<file path="config.mk">
export PLATFORM = sky130hd
export DESIGN_NAME = uart_port_arbiter
export DESIGN_NICKNAME = d
export VERILOG_FILES = /design/src/rtl/uart_port_arbiter.sv
export SDC_FILE = /design/constraint.sdc
export NUM_CORES = 1
export LEC_CHECK = 0
export ABC_AREA = 1
export CAP_MARGIN = 20
export CORE_ASPECT_RATIO = 0.9
export CORE_MARGIN = 1
export CORE_UTILIZATION = 40
export DETAILED_ROUTE_END_ITERATION = 8
export PLACE_DENSITY = 0.78
export SLEW_MARGIN = 20
export SYNTH_ARGS = -nofsm -noshare
export SYNTH_HDL_FRONTEND = slang
export SYNTH_SLANG_ARGS = --single-unit
</file>
<file path="constraint.sdc">
create_clock -name clk -period 1.5 [get_ports clk]
set_clock_uncertainty 0.2 [all_clocks]
set_input_delay 0.3 -clock clk [delete_from_list [all_inputs] [get_ports clk]]
set_output_delay 0.3 -clock clk [all_outputs]
set_load 0.01 [all_outputs]
</file>
<file path="src/rtl/uart_port_arbiter.sv">
// -----------------------------------------------------------------------------
// uart_port_arbiter
//
// Purpose:
//   Sequences the register port of a single UART on behalf of two byte-stream
//   transmit requesters and one receive sink. The block polls UART status
//   continuously. It drains received bytes into a one-entry holding register.
//   It grants transmit writes either round-robin or with fixed priority to
//   requester 0.
//
// Parameters:
//   RR_EN       1 = round-robin between req0/req1, 0 = req0 always wins
//
// Ports:
//   clk         in   system clock, all state changes on posedge
//   reset_n     in   asynchronous active-low reset
//   req0_valid  in   requester 0 has a TX byte (held until accepted)
//   req0_data   in   requester 0 byte (stable while req0_valid)
//   req0_ready  out  one-cycle accept strobe for requester 0
//   req1_valid  in   requester 1 has a TX byte
//   req1_data   in   requester 1 byte
//   req1_ready  out  one-cycle accept strobe for requester 1
//   rx_valid    out  rx_data holds an unconsumed byte
//   rx_data     out  received byte
//   rx_ready    in   sink consumes the byte when rx_valid & rx_ready at posedge
//   uart_cs     out  UART chip select
//   uart_rnw    out  UART read(1) / write(0)
//   uart_a0     out  UART address: 0 = status, 1 = data
//   uart_din    out  UART write data
//   uart_dout   in   UART read data (combinational); bit0 = rx_full, bit1 = tx_busy
// -----------------------------------------------------------------------------
module uart_port_arbiter #(
   parameter bit RR_EN = 1'b1
) (
   input  logic       clk,
   input  logic       reset_n,
   input  logic       req0_valid,
   input  logic [7:0] req0_data,
   output logic       req0_ready,
   input  logic       req1_valid,
   input  logic [7:0] req1_data,
   output logic       req1_ready,
   output logic       rx_valid,
   output logic [7:0] rx_data,
   input  logic       rx_ready,
   output logic       uart_cs,
   output logic       uart_rnw,
   output logic       uart_a0,
   output logic [7:0] uart_din,
   input  logic [7:0] uart_dout
);

   typedef enum logic [2:0] {
      S_POLL   = 3'd0,
      S_RXCAP  = 3'd1,
      S_RXCLR  = 3'd2,
      S_TXWR   = 3'd3,
      S_SETTLE = 3'd4
   } state_t;

   state_t state;

   // Requester that wins the next tie: 0 = req0, 1 = req1.
   logic   rr_favour1;
   // Requester granted for the TXWR cycle in progress.
   logic   grant1;

   logic   rx_full;
   logic   tx_busy;
   logic   slot_free;
   logic   any_req;
   logic   pick1;

   assign rx_full   = uart_dout[0];
   assign tx_busy   = uart_dout[1];
   // The holding register can accept a new byte if it is empty or is being
   // consumed on this very edge.
   assign slot_free = !rx_valid || rx_ready;
   assign any_req   = req0_valid || req1_valid;
   // A lone requester always wins; on a tie the pointer decides (round-robin)
   // or req0 wins (fixed priority).
   assign pick1     = req1_valid && (!req0_valid || (RR_EN ? rr_favour1 : 1'b0));

   // Bus outputs are registered and loaded with the decode of the state being
   // entered. They are therefore a pure function of the state register and
   // cannot glitch.
   always_ff @(posedge clk or negedge reset_n) begin
      if (!reset_n) begin
         state      <= S_POLL;
         rr_favour1 <= 1'b0;
         grant1     <= 1'b0;
         req0_ready <= 1'b0;
         req1_ready <= 1'b0;
         rx_valid   <= 1'b0;
         rx_data    <= 8'h00;
         uart_cs    <= 1'b0;
         uart_rnw   <= 1'b1;
         uart_a0    <= 1'b0;
         uart_din   <= 8'h00;
      end else begin
         // Accept strobes are single-cycle; only the POLL->TXWR transition
         // raises one of them.
         req0_ready <= 1'b0;
         req1_ready <= 1'b0;

         // Consumption by the sink; a capture in RXCAP below overrides this
         // because it is the later assignment.
         if (rx_valid && rx_ready) begin
            rx_valid <= 1'b0;
         end

         case (state)
            S_POLL: begin
               // RX is served before TX so the UART receive buffer is never
               // overrun while transmit traffic is heavy.
               if (rx_full && slot_free) begin
                  state    <= S_RXCAP;
                  uart_cs  <= 1'b0;
                  uart_rnw <= 1'b1;
                  uart_a0  <= 1'b1;
               end else if (!tx_busy && any_req) begin
                  state      <= S_TXWR;
                  uart_cs    <= 1'b1;
                  uart_rnw   <= 1'b0;
                  uart_a0    <= 1'b1;
                  grant1     <= pick1;
                  uart_din   <= pick1 ? req1_data : req0_data;
                  req0_ready <= !pick1;
                  req1_ready <= pick1;
               end else begin
                  state    <= S_POLL;
                  uart_cs  <= 1'b1;
                  uart_rnw <= 1'b1;
                  uart_a0  <= 1'b0;
               end
            end

            S_RXCAP: begin
               // The UART data register clears inside its own cs read cycle,
               // so the byte is taken here with cs low and acknowledged next.
               rx_data  <= uart_dout;
               rx_valid <= 1'b1;
               state    <= S_RXCLR;
               uart_cs  <= 1'b1;
               uart_rnw <= 1'b1;
               uart_a0  <= 1'b1;
            end

            S_RXCLR: begin
               state    <= S_POLL;
               uart_cs  <= 1'b1;
               uart_rnw <= 1'b1;
               uart_a0  <= 1'b0;
            end

            S_TXWR: begin
               // The pointer moves only when a write actually happens.
               if (RR_EN) begin
                  rr_favour1 <= !grant1;
               end
               state    <= S_SETTLE;
               uart_cs  <= 1'b0;
               uart_rnw <= 1'b1;
               uart_a0  <= 1'b0;
            end

            S_SETTLE: begin
               // One idle cycle so tx_busy is visible at the next status read.
               state    <= S_POLL;
               uart_cs  <= 1'b1;
               uart_rnw <= 1'b1;
               uart_a0  <= 1'b0;
            end

            default: begin
               state    <= S_POLL;
               uart_cs  <= 1'b1;
               uart_rnw <= 1'b1;
               uart_a0  <= 1'b0;
            end
         endcase
      end
   end

endmodule

</file>
# Yosys cells after proc, flatten, opt, wreduce, memory -nomap -nowiden
# Cells that the tools add are included.
totals:
  reg_bits: 27
  output_inout_bits: 22
  inputBits: 29
  ramBits: 0
  romBits: 0
  memories: 0
  elab_cells: 49
  latch_bits: 0
classes:
  n_mul: 0
  mux: 20
  n_addsub: 0
  magnitude_cmp: 0
  n_eq_ne: 2
  reduce_logical: 15
  n_bitwise: 1
  n_shift: 0
  div_mod_pow: 0
ops:
  columns: ["op", "n"]
  rows:
  - ["$mux 1", 14]
  - ["$pmux 3 s3", 1]
  - ["$mux 8", 1]
  - ["$logic_not 1->1", 5]
  - ["$logic_and 1x1->1", 4]
  - ["$mux 2", 2]
  - ["$pmux 1 s2", 2]
  - ["$eq 3x1->1 const B", 1]
  - ["$eq 3x2->1 const B", 1]
  - ["$logic_not 3->1", 1]
  - ["$logic_or 1x1->1", 3]
  - ["$reduce_and 3->1", 1]
  - ["$reduce_bool 2->1", 1]
  - ["$not 1->1", 1]

# Longest topological paths before layout
depth:
  depth_word: 7
  ltp_mapped: 7
  ltp_nobuf: 7

# Least setup slack after synthesis
# Ideal clock, no wire load.
synth_path:
  path_type: "reg-to-reg"
  startpoint: "register state[2]"
  endpoint: "register uart_din[0]"
  path_stages_with_launch: 8
  setup_ns: 0.116
  n_path_buf: 1
  period_less_slack_ns: 1.278
  t_arrival_ns: 0.962
  slack_ns: 0.222
  required_ns: 1.184
  cell_sequence: "dfrtp_1 > inv_2 > nand3_2 > inv_2 > nand3_2 > buf_6 > nand2_1 > nand2_1"
synth_via:
  elab_chain_cells: 2
synth_rtl:
  columns: ["item", "line", "source"]
  rows:
  - ["from (decl)", "61", "state_t state;"]
  - ["from (signal assigned)", "89", "state <= S_POLL;"]
  - ["from (signal assigned)", "117", "state <= S_RXCAP;"]
  - ["from (signal assigned)", "122", "state <= S_TXWR;"]
  - ["$logic_not 3->1", "112", "case (state)"]
  - ["$reduce_and 3->1 (no source line)", null, null]
  - ["to (signal assigned)", "127", "uart_din <= pick1 ? req1_data : req0_data;"]
  - ["to (decl)", "49", "output logic [7:0] uart_din,"]
# No other way between the ends.
# A chain may end at the register's enable or synchronous reset.

# Worst setup path after layout
layout_path:
  startpoint: "register uart_rnw"
  endpoint: "output uart_rnw"
layout_rtl:
  columns: ["item", "line", "source"]
  rows:
  - ["from (decl)", "47", "output logic uart_rnw,"]
  - ["from (signal assigned)", "97", "uart_rnw <= 1'b1;"]
  - ["from (signal assigned)", "119", "uart_rnw <= 1'b1;"]
  - ["from (signal assigned)", "124", "uart_rnw <= 1'b0;"]
# No word-level cell between the ends.

==> qor.txt <==
Status -> complete, no violations
Hpwl dp -> 1.988 mm
Core area -> 2770 sq um
Rows -> 18
Total track usage -> 0.1784
Vias -> 1071
HP Class -> input pin to asynchronous set/reset pin
Yosys top cell area share -> 0.5485
Power share of the combinational group -> 0.478
Tot Pwr -> 0.002883 W
Cell variety after synth -> 17
Clk_lat worst skew -> 320 ps
Clk pwr share -> 0.108
Commonest cells post-synth -> nand2_1, dfrtp_1, inv_1
Pwr Density -> 1590 nW/um^2
Seq. cell area -> 676.9 sq um
Worst setup SP type -> flop
Worst path max stage delay -> 550 ps
Top FF cell, synth -> dfrtp_1
Critical Path, Cell by Cell -> buf_6
Post-route cell area -> 1813 sq um
Wire length per cell -> 10.94 microns
Reg2Reg Setup Slack -> 110 ps
Critical path's top delay family -> flip-flops
RSZ-0062 raised after global routing -> no
Netlist Area Pre-Place -> 1186 sq um
Setup Viol. Count Final -> 0
P&R area growth vs syn -> 52.85%
Slew headroom -> 0.7799
Final Cycle Share -> 0.9692
Syn Inst Count -> 136
Worst Setup End Kind -> primary output
Diode count -> 0
EDFF count, synth -> 0
Part of the power in registers -> 0.414
Area of placed instances -> 1744 sq um
Arr. time, crit path -> 950 ps
Crit Path Class -> flop to primary output
Drt first pass iters -> 4
Post-synthesis sequential area ratio -> 0.5707
Final WS setup -> 46.14 ps
CTS tree -> built
Height of the chip -> 53.66 microns
Syn Area/Cell -> 8.722 sq um
CTS Buffer Depth -> 2
Leak -> 0.9620 nW
Peak supply drop -> 0.0006139 V
Drt initial violations -> 31
Starting density of the core -> 0.4282
Max-cap violation count -> 0
Htree depth -> 1
CP max FO -> 1
Largest net degree at the start of global routing -> 28
Sink Count -> 27
Achievable frequency -> 687.8 MHz
Synthesis Warnings -> 0
Largest cells by area after synthesis -> dfrtp_1, nand2_1, inv_1
Vias in the first global route -> 990
Post-route minimum period -> 1454 ps
Register bit total from synthesis -> 27
ANT nets after route -> 0
Fin nets -> 232
Drt via density -> 4.426
Multi-input logic area -> 425.4 sq um
Die X -> 59.40 microns
Pint -> 0.001810 W
# IOs -> 51
Net Switching -> 0.001073 W
PortBufs -> 50
Hold_ws -> 118.3 ps
Switching share of power -> 0.3721
Proportion of layout cells with a drive suffix above 1 -> 0.2426
Yosys top cell by area -> dfrtp_1
CP Buf/Inv Count -> 1
Pre-CTS WS -> -279.4 ps
Max-slew violations -> 0
Final wirelength -> 2.647 mm
CTS root buffer -> clkbuf_4
Fillcell total -> 242
CTS Buf Count -> 3
Net Count, Synth -> 165
Hold Vio Cnt, Final -> 0
Slowest CP cell -> dfstp_2
First-pass GRT wire length -> 4.160 mm
Antenna violations before repair -> 0
Worst-Margin Slew -> 329.7 ps
Most frequent cell after synthesis -> nand2_1
Clk slew on worst S/H paths -> 150 ps
Die area -> 3187 sq um
GRT overflow -> 0
Post-synth ARST share -> 1.000
DRC Markers -> 0
Routability cong. -> 0.7281
CP Data Required Time -> 1000 ps
stage by stage:
stage | util | std cells | TNS (ps)
3_5_place_dp | 0.6296 | 226 | -3060
3_3_place_gp | 0.6296 | 226 | -2472
2_1_floorplan | - | 136 | 0
4_1_cts | 0.6531 | 237 | 0
5_1_grt | 0.6545 | 242 | 0
6_report | 0.6545 | 242 | 0
cell usage in the layout, fill, tap and decap left out:
| cell type | Yosys | layout |
|---|---|---|
| clkinvlp_4 | 0 | 1 |
| nand3_1 | 8 | 8 |
| clkbuf_2 | 0 | 12 |
| nand2_1 | 55 | 55 |
| o21ai_1 | 7 | 7 |
| nor2_1 | 3 | 3 |
| clkbuf_4 | 0 | 3 |
| inv_2 | 4 | 4 |
| nand3_4 | 0 | 1 |
| nand3_2 | 3 | 2 |
| buf_12 | 0 | 1 |
| a21oi_1 | 1 | 1 |
| nand2_2 | 4 | 4 |
| inv_1 | 13 | 13 |
| nor2_2 | 1 | 1 |
| nor2_4 | 3 | 3 |
| clkdlybuf4s15_1 | 0 | 9 |
| clkdlybuf4s50_1 | 0 | 28 |
| dfstp_2 | 1 | 1 |
| nor3_2 | 1 | 1 |
| buf_6 | 2 | 1 |
| dfrtp_1 | 26 | 26 |
| o21ai_0 | 3 | 3 |
| buf_4 | 0 | 14 |
power groups by stage:
stage	sequential (W)	combinational (W)	clock [W]
CTS	0.00119	0.00133	0.000319
global placement	0.00121	0.00131	0
finish	0.00119	0.00138	0.000311
global route	0.00122	0.00153	0.000361
detailed placement	0.00121	0.00135	0
floorplan	0.00132	0.000531	0
sequential cells by signal, indices dropped and copies added, names as in the netlist:
register,cells
uart_rnw,1
uart_din,8
req0_ready,1
rx_data,8
uart_a0,1
rx_valid,1
rr_favour1,1
state,3
uart_cs,1
grant1,1
req1_ready,1
final timing paths:
kind                            startpoint     endpoint  depth (start not counted)
worst max-delay path              uart_rnw     uart_rnw                          1
worst min-delay path               reset_n     state[1]                          2
worst max register to register    state[2]  uart_din[2]                          6
worst min register to register      grant1   rr_favour1                          1
max in group asynchronous          reset_n     uart_rnw                          2
min in group clk                    grant1   rr_favour1                          1
layer usage:
metal,wire length [microns],vias up,GRT usage
li1,-,548,-
met1,1214,473,0.2238
met2,1176,46,0.2996
met3,219,4,0.04087
met4,36,0,0.07143
met5,0,-,0
cell families after synthesis:
family          after synthesis  synth area share
compound gates               11           0.04640
flops                        27            0.5707
simple gates                 78            0.3059
buf+inv                      20           0.07700
what timing repair did:
item,4_1_cts,5_1_grt
buffers inserted,7,5
resized for setup,36,24
setup endpoints to repair,22,32
hold buffers,0,0
hold endpoints to repair,0,0
cell type report:
cell class / instances / area share
clock inverter: 1 / 0.004141
clock buffer: 3 / 0.01242
tap: 40 / 0.02761
inverter: 17 / 0.03520
sequential: 27 / 0.3734
timing repair buffer: 65 / 0.3126
multi-input combinational: 89 / 0.2346
Note: power is estimated with default switching activity, not from simulation.
